<file path="config.mk">
export PLATFORM = sky130hd
export DESIGN_NAME = fifo
export DESIGN_NICKNAME = d
export VERILOG_FILES = /design/src/rtl/fifo_pkg.sv /design/src/rtl/fifo_mem.sv /design/src/rtl/fifo.sv
export SDC_FILE = /design/constraint.sdc
export NUM_CORES = 1
export LEC_CHECK = 0
export BUFFER_PORTS_ARGS = -buffer_cell sky130_fd_sc_hd__clkbuf_2
export CAP_MARGIN = 5
export CORE_MARGIN = 3
export CORE_UTILIZATION = 48
export DETAILED_ROUTE_END_ITERATION = 10
export SYNTH_ARGS = -nofsm -noshare
export SYNTH_HDL_FRONTEND = slang
export SYNTH_SLANG_ARGS = --single-unit
</file>
<file path="constraint.sdc">
create_clock -name clk -period 9.1 [get_ports clk]
set_clock_uncertainty 0.15 [all_clocks]
set_input_delay 0.91 -clock clk [delete_from_list [all_inputs] [get_ports clk]]
set_output_delay 0.91 -clock clk [all_outputs]
set_load 0.02 [all_outputs]
</file>
<file path="src/rtl/fifo_pkg.sv">
// Shared helpers for the fifo block: pointer-width calculation.
// Latency: n/a (compile-time functions only).
// Backpressure: n/a.
package fifo_pkg;

    // Ceiling log2, used to size pointers for any depth >= 2 (power of two not required).
    function automatic int clog2(input int value);
        int result;
        int remaining;
        result    = 0;
        remaining = value - 1;
        while (remaining > 0) begin
            result    = result + 1;
            remaining = remaining >> 1;
        end
        return result;
    endfunction

endpackage

</file>
<file path="src/rtl/fifo_mem.sv">
// Storage array for fifo: one write port, one registered read port.
// Latency: rd_dat_o updates at the edge where rd_en_i is sampled high (1 cycle).
// Backpressure: none; the caller only asserts the enables for accepted operations.
//
// Ports:
//   clk_i, rst_i            clock and async active-high reset (read register only)
//   wr_en_i/wr_addr_i/wr_dat_i   write port
//   rd_en_i/rd_addr_i       read request; rd_dat_o holds when rd_en_i is low
module fifo_mem
    import fifo_pkg::*;
#(
    parameter int DATA_WIDTH = 8,
    parameter int DEPTH      = 16,
    parameter int ADDR_WIDTH = clog2(DEPTH)
) (
    input  logic                  clk_i,
    input  logic                  rst_i,
    input  logic                  wr_en_i,
    input  logic [ADDR_WIDTH-1:0] wr_addr_i,
    input  logic [DATA_WIDTH-1:0] wr_dat_i,
    input  logic                  rd_en_i,
    input  logic [ADDR_WIDTH-1:0] rd_addr_i,
    output logic [DATA_WIDTH-1:0] rd_dat_o
);

    logic [DATA_WIDTH-1:0] mem [DEPTH];
    logic [DATA_WIDTH-1:0] rd_dat_q;

    // Array contents are deliberately left unreset.
    always_ff @(posedge clk_i) begin
        if (wr_en_i) begin
            mem[wr_addr_i] <= wr_dat_i;
        end
    end

    always_ff @(posedge clk_i or posedge rst_i) begin
        if (rst_i) begin
            rd_dat_q <= '0;
        end else if (rd_en_i) begin
            rd_dat_q <= mem[rd_addr_i];
        end
    end

    assign rd_dat_o = rd_dat_q;

endmodule

</file>
<file path="src/rtl/fifo.sv">
// Single-clock synchronous FIFO buffering DATA_WIDTH-bit words in arrival order.
// Latency: data_out valid one cycle after the edge that accepts a read; no read-through when empty.
// Backpressure: writes ignored while full, reads ignored while empty; full/empty decode count directly.
//
// Ports:
//   clk, reset          clock and async active-high reset
//   wr_en, data_in      write request and data
//   rd_en, data_out     read request and registered read data (holds when no read accepted)
//   full, empty         status flags, combinational from count
module fifo
    import fifo_pkg::*;
#(
    parameter int DATA_WIDTH = 8,
    parameter int FIFO_DEPTH = 16
) (
    input  logic                  clk,
    input  logic                  reset,
    input  logic                  wr_en,
    input  logic                  rd_en,
    input  logic [DATA_WIDTH-1:0] data_in,
    output logic [DATA_WIDTH-1:0] data_out,
    output logic                  full,
    output logic                  empty
);

    localparam int                   PTR_WIDTH  = clog2(FIFO_DEPTH);
    localparam logic [PTR_WIDTH-1:0] LAST_PTR   = PTR_WIDTH'(FIFO_DEPTH - 1);
    localparam logic [PTR_WIDTH:0]   FULL_COUNT = (PTR_WIDTH + 1)'(FIFO_DEPTH);

    logic [PTR_WIDTH-1:0] write_pointer;
    logic [PTR_WIDTH-1:0] read_pointer;
    logic [PTR_WIDTH:0]   count;
    logic                 wr_accept;
    logic                 rd_accept;

    // count is the sole source of truth for occupancy; pointers may be equal when full or empty.
    assign full      = (count == FULL_COUNT);
    assign empty     = (count == '0);
    assign wr_accept = wr_en && !full;
    assign rd_accept = rd_en && !empty;

    always_ff @(posedge clk or posedge reset) begin
        if (reset) begin
            write_pointer <= '0;
            read_pointer  <= '0;
            count         <= '0;
        end else begin
            // Explicit wrap so non-power-of-two depths work.
            if (wr_accept) begin
                write_pointer <= (write_pointer == LAST_PTR) ? '0 : write_pointer + 1'b1;
            end
            if (rd_accept) begin
                read_pointer <= (read_pointer == LAST_PTR) ? '0 : read_pointer + 1'b1;
            end
            case ({wr_accept, rd_accept})
                2'b10:   count <= count + 1'b1;
                2'b01:   count <= count - 1'b1;
                default: count <= count;
            endcase
        end
    end

    fifo_mem #(
        .DATA_WIDTH (DATA_WIDTH),
        .DEPTH      (FIFO_DEPTH),
        .ADDR_WIDTH (PTR_WIDTH)
    ) u_mem (
        .clk_i     (clk),
        .rst_i     (reset),
        .wr_en_i   (wr_accept),
        .wr_addr_i (write_pointer),
        .wr_dat_i  (data_in),
        .rd_en_i   (rd_accept),
        .rd_addr_i (read_pointer),
        .rd_dat_o  (data_out)
    );

endmodule

</file>
### After elaboration in Yosys (flattened, before gate mapping)

Memories as Yosys holds them, arrays and structs flattened. A register that Yosys moved wholly into a read port is not among the register bits.
Index checks and enable logic that the tools add are counted.

| storage, ports and cells | value |
|---|---|
| bits of input ports | 12 |
| memory bits (writable) | 128 |
| output and inout bits | 10 |
| register bits after elaboration | 13 |
| memories | 1 |
| logic and storage cells | 24 |

| cells by class | value |
|---|---|
| reduce and logical (&&, ||, !) cells | 6 |
| add/subtract/negate cells | 4 |
| equal/unequal tests | 5 |
| mux-type cells | 5 |

Memory list:

| memory | words | bits a word | rd ports | clocked after Yosys merged registers in | write ports | RTL line | source |
|---|---|---|---|---|---|---|---|
| u_mem.mem | 16 | 8 | 1 | 1 | 1 | fifo_mem.sv:26 | `logic [DATA_WIDTH-1:0] mem [DEPTH];` |

Operators with widths:

| cell | number |
|---|---|
| $pmux 5 s2 | 1 |
| $add 4x1->4 const B | 2 |
| $eq 4x4->1 const B | 2 |
| $mux 4 | 2 |
| $add 5x1->5 const B | 1 |
| $eq 5x5->1 const B | 1 |
| $logic_not 5->1 | 1 |
| $sub 5x1->5 const B | 1 |
| $eq 2x1->1 const B | 1 |
| $eq 2x2->1 const B | 1 |
| $logic_and 1x1->1 | 2 |
| $logic_not 1->1 | 2 |
| $mux 1 | 2 |
| $reduce_bool 2->1 | 1 |

### Logic depth before layout (Yosys ltp)

| logic depth | value |
|---|---|
| depth in word-level cells | 5 |
| mapped depth | 10 |
| gate-level depth less buffers | 9 |

### Modules after synthesis

Synthesis repeated with hierarchy kept, for this count alone.

| unflattened totals | value |
|---|---|
| cell total of the unflattened synthesis | 319 |
| area, all modules | 6133.4 um^2 |

By module, submodules not included:

| module | area each (um^2) | instances | cells an instance | sequential area each (um^2) |
|---|---|---|---|---|
| fifo_mem | 5335.1 | 1 | 241 | 4043.9 |
| fifo | 798.3 | 1 | 78 | 325.3 |

### Least setup slack after synthesis

No wires, ideal clock.

| timing path | value |
|---|---|
| path kind | input to register |
| from | input port wr_en |
| to | register count[4] |
| stages | 9 |
| library setup time | 80 ps |
| data required time | 8870 ps |
| slack | 6103 ps |
| data arrival time | 2767 ps |
| path buffers | 1 |
| cell sequence | a21boi_0 > clkbuf_1 > inv_1 > ha_1 > fa_1 > a21o_1 > a21oi_1 > mux2i_1 > xnor2_1 |

| on the way | value |
|---|---|
| longest elaborated chain between the ends | 3 |
| elaborated cells on any way between the ends | 5 |
| those cells by class | eq/ne: 2; mux: 1; reduce/logical: 2 |

Ends and longest elaborated chain:

| what | RTL line | source |
|---|---|---|
| start, declared | fifo.sv:18 | `input logic wr_en,` |
| $logic_and 1x1->1 * | fifo.sv:39 | `assign wr_accept = wr_en && !full;` |
| $eq 2x1->1 / $eq 2x2->1 (equally long branches) | fifo.sv:55 | `case ({wr_accept, rd_accept})` |
| $pmux 5 s2 / $reduce_bool 2->1 (equally long branches) | -- |  |
| end signal, assigned | fifo.sv:56 | `2'b10: count <= count + 1'b1;` |
| end signal, assigned | fifo.sv:57 | `2'b01: count <= count - 1'b1;` |
| end signal, assigned | fifo.sv:58 | `default: count <= count;` |
| end, declared | fifo.sv:32 | `logic [PTR_WIDTH:0] count;` |

Every way passes the cells marked *; elsewhere a longest branch is shown, timed or not.
A chain may end at the register's enable or synchronous reset.

### Worst setup path in the final report

| timing path | value |
|---|---|
| from | register count[0] |
| to | register count[4] |

| on the way | value |
|---|---|
| longest elaborated chain between the ends | 5 |
| elaborated cells on any way between the ends | 12 |
| those cells by class | add/sub: 2; eq/ne: 3; mux: 1; reduce/logical: 6 |

Ends and longest elaborated chain:

| what | RTL line | source |
|---|---|---|
| $logic_not 5->1 * | fifo.sv:38 | `assign empty = (count == '0);` |
| $logic_not 1->1 * | fifo.sv:40 | `assign rd_accept = rd_en && !empty;` |
| $logic_and 1x1->1 * | fifo.sv:40 |  |
| named net rd_accept | fifo.sv:34 | `logic rd_accept;` |
| $eq 2x1->1 / $eq 2x2->1 (equally long branches) | fifo.sv:55 |  |
| $pmux 5 s2 / $reduce_bool 2->1 (equally long branches) | -- |  |

Mark *: on every way through the listed nets, which the timed path passes. The rest lies on a longest branch.

==> impl_metrics.sql <==
INSERT INTO impl_metrics (metric_group, metric, value, unit) VALUES
('floorplanning', 'start_util', '49.8', '%'),
('worst_hold_path', 'min_delay_worst_endpoint', 'u_mem.rd_dat_o[4]$_DFFE_PP0P_', ''),
('global_route', 'first_global_vias', '2962', ''),
('finish', 'area_growth_from_synthesis_to_layout', '13.9', '%'),
('timing', 'setup_repair_after_global_routing_missed_its_margin', 'false', ''),
('yosys', 'syn-cell-area', '6060', 'um2'),
('floorplanning', 'floorplan.die_area', '14000', 'um2'),
('worst_setup_path', 'timing.critical_path.to_type', 'flip-flop', ''),
('status', 'outcome', 'completed', ''),
('worst_setup_path', 'r2r_setup_slk', '5.60', 'ns'),
('pwr', 'report.power.total', '2.22', 'mW'),
('yosys', 'synth_cell_type_count', '39', ''),
('worst_hold_path', 'worst_hold_path.num_cells', '1', ''),
('global_route', 'grt.overflow.total', '0', ''),
('clock_network', 'cts_htree_levels', '4', ''),
('place', 'io_buffer_count', '21', ''),
('floorplanning', 'coreArea', '12200', 'um2'),
('place', 'post_dp_cell_area', '6280', 'um2'),
('clock_network', 'post_cts_hold_buffer_count', '0', ''),
('finish', 'layout.area.seq', '4370', 'um2'),
('clock_network', 'worst_skew_pair.late_latency', '0.42', 'ns'),
('pwr', 'cellLeakagePower', '2.45', 'nW'),
('timing', 'clock.fmax', '0.285', 'GHz'),
('worst_setup_path', 'cp.arrival', '3.70', 'ns'),
('finish', 'antennaDiodeCount', '0', ''),
('pwr', 'sw_frac_of_total', '29.6', '%'),
('yosys', 'yosys.cell_count.top_type', 'sky130_fd_sc_hd__edfxtp_1', ''),
('pwr', 'net_switching_component_of_the_power', '0.657', 'mW'),
('detailed_routing', 'drtAntennaViolNets', '0', ''),
('yosys', 'synth_edf_count', '128', ''),
('detailed_routing', 'routed_wl', '11.6', 'mm'),
('global_route', 'antenna_found_initial', '0', ''),
('yosys', 'synth-main-ff-cell', 'sky130_fd_sc_hd__edfxtp_1', ''),
('clock_network', 'cts_tree', 'built', ''),
('yosys', 'syn_area_per_cell', '19.2', 'um2'),
('timing', 'fin_tns_setup', '0', 'ns'),
('finish', 'final_net_count', '362', ''),
('place', 'routabilityCongestion', '0.736', ''),
('clock_network', 'cts_repair_resize_count', '0', ''),
('yosys', 'ys_top_cells_by_count', 'sky130_fd_sc_hd__edfxtp_1, sky130_fd_sc_hd__dfrtp_1, sky130_fd_sc_hd__mux4_1, sky130_fd_sc_hd__mux4_2, sky130_fd_sc_hd__nor2_1', ''),
('detailed_routing', 'number_of_search_and_repair_iterations_in_the_first_detailed_routing_pass', '4', ''),
('place', 'dp.cells', '489', ''),
('worst_setup_path', 'start_kind', 'flip-flop', ''),
('yosys', 'synth_top_cells_by_area', 'sky130_fd_sc_hd__edfxtp_1, sky130_fd_sc_hd__dfrtp_1, sky130_fd_sc_hd__mux4_1, sky130_fd_sc_hd__mux4_2, sky130_fd_sc_hd__ha_1', ''),
('worst_setup_path', 'crit_slowest_cell', 'sky130_fd_sc_hd__o21ai_2', ''),
('timing', 'slew_headroom', '18.3', '%'),
('global_route', 'grt_pass1_wl', '18.3', 'mm'),
('finish', 'layoutNonFillerInstCount', '521', ''),
('detailed_routing', 'drt-wirelength-per-cell', '22.3', 'um'),
('worst_setup_path', 'end_of_the_worst_register_to_register_path', 'count[4]$_DFFE_PP0P_', ''),
('clock_network', 'root_buffer', 'sky130_fd_sc_hd__clkbuf_16', ''),
('clock_network', 'cts.reportedPaths.clkPinSlew', '0.06', 'ns'),
('timing', 'timing.final.crit_period', '3.50', 'ns'),
('yosys', 'synth.yosys.seq_area_share', '72.1', '%'),
('yosys', 'ys_warn_count', '0', ''),
('detailed_routing', 'detailroute.via_count', '2964', ''),
('timing', 'timing.hold.ws', '0.326', 'ns'),
('detailed_routing', 'drc_errors', '0', ''),
('finish', 'multi_input_logic_area', '1560', 'um2'),
('place', 'dp_worst_setup_slack', '5.27', 'ns'),
('clock_network', 'tritoncts.num_buffers', '17', ''),
('finish', 'n_fill_cell', '927', ''),
('pwr', 'power-per-cell-area', '322', 'nW/um2'),
('yosys', 'ys_seq_elements', '149', ''),
('place', 'hpwlAfterDp', '7.14', 'mm'),
('finish', 'finalCoreUtilization', '56.7', '%'),
('worst_hold_path', 'hold_path.class', 'reg -> reg', ''),
('clock_network', 'clkSinkCount', '149', ''),
('timing', 'tightest_slew', '1.22', 'ns'),
('worst_setup_path', 'crit_path_max_incr_delay', '0.62', 'ns'),
('pwr', 'intPower', '1.56', 'mW');
-- cell type report --
class                           count  area share [%]
Timing Repair Buffer               24            1.85
Tap cell                          168            3.05
Sequential cell                   149            63.3
Clock buffer                       18            6.22
Inverter                            5           0.272
Multi-Input combinational cell    143            22.6
Clock inverter                     14            2.68
-- registers in the layout (all words and copies together), names as in the netlist --
| register | flops |
|---|---|
| count | 5 |
| u_mem.rd_dat_o | 8 |
| u_mem.mem | 128 |
| write_pointer | 4 |
| read_pointer | 4 |
-- power by group through the flow --
stage | Clock, mW | Combinational (mW) | Sequential (mW)
final | 0.717 | 0.578 | 0.924
after global routing | 0.762 | 0.630 | 0.937
after CTS | 0.728 | 0.590 | 0.924
after detailed placement | 0 | 0.588 | 0.937
after global placement | 0 | 0.583 | 0.934
after floorplan | 0 | 0.456 | 0.917
-- how the worst max path moves through the flow --
stage | start | endpoint | slack [ns]
after floorplan | wr_en | count[4]$_DFFE_PP0P_ | 6.10
after global placement | wr_en | u_mem.mem[1][2]$_DFFE_PP_ | 5.44
after detailed placement | wr_en | u_mem.mem[1][2]$_DFFE_PP_ | 5.27
after CTS | count[1]$_DFFE_PP0P_ | count[4]$_DFFE_PP0P_ | 5.57
after global routing | count[0]$_DFFE_PP0P_ | u_mem.mem[3][6]$_DFFE_PP_ | 5.43
final | count[0]$_DFFE_PP0P_ | count[4]$_DFFE_PP0P_ | 5.60
-- per-layer routing --
layer	vias to the layer above	share of wire, %	track usage [%]
met1	1538	48	25.5
met4	0	1.5	6.81
met5	-	0	0
met2	76	47	27.0
li1	1333	-	-
met3	17	3.4	4.26
-- kinds of logic (layout without fill, tap and decap cells) --
logic type,after synthesis,count (layout),share of synthesized area [%]
AOI/OAI and AO/OA,42,42,4.77
xor gates and xnor gates,6,6,0.867
and+or+nand+nor,43,43,3.24
DFF,149,149,72.1
muxes,42,42,14.6
adders and majority gates,10,10,2.19
buffers and inverters,23,61,2.27
-- worst max-delay path: cells and delay by family (launching register included) --
kind,cells,cell delay [ns]
xor gates and xnor gates,1,0.13
and+or+nand+nor,1,0.56
buffers and inverters,1,0.18
adders and majority gates,2,0.75
DFF,1,0.44
muxes,1,0.24
AOI/OAI and AO/OA,3,0.97
-- cells in the final DEF, fill, tap and decap left out, types with 4 or more instances in the layout --
cell                          n
sky130_fd_sc_hd__mux4_1      16
sky130_fd_sc_hd__nor3_1       4
sky130_fd_sc_hd__a211oi_1     8
sky130_fd_sc_hd__clkbuf_16   17
sky130_fd_sc_hd__nand2_1     13
sky130_fd_sc_hd__nor2_1      14
sky130_fd_sc_hd__ha_1         9
sky130_fd_sc_hd__edfxtp_1   128
sky130_fd_sc_hd__clkinv_4     5
sky130_fd_sc_hd__xnor2_1      5
sky130_fd_sc_hd__bufinv_16    4
sky130_fd_sc_hd__inv_1        5
sky130_fd_sc_hd__o22ai_1      8
sky130_fd_sc_hd__o21ai_0      5
sky130_fd_sc_hd__mux2i_1      9
sky130_fd_sc_hd__mux4_2      16
sky130_fd_sc_hd__dfrtp_1     20
sky130_fd_sc_hd__a21o_1      12
sky130_fd_sc_hd__clkbuf_2    21
Note: power is estimated with default switching activity, not from simulation.
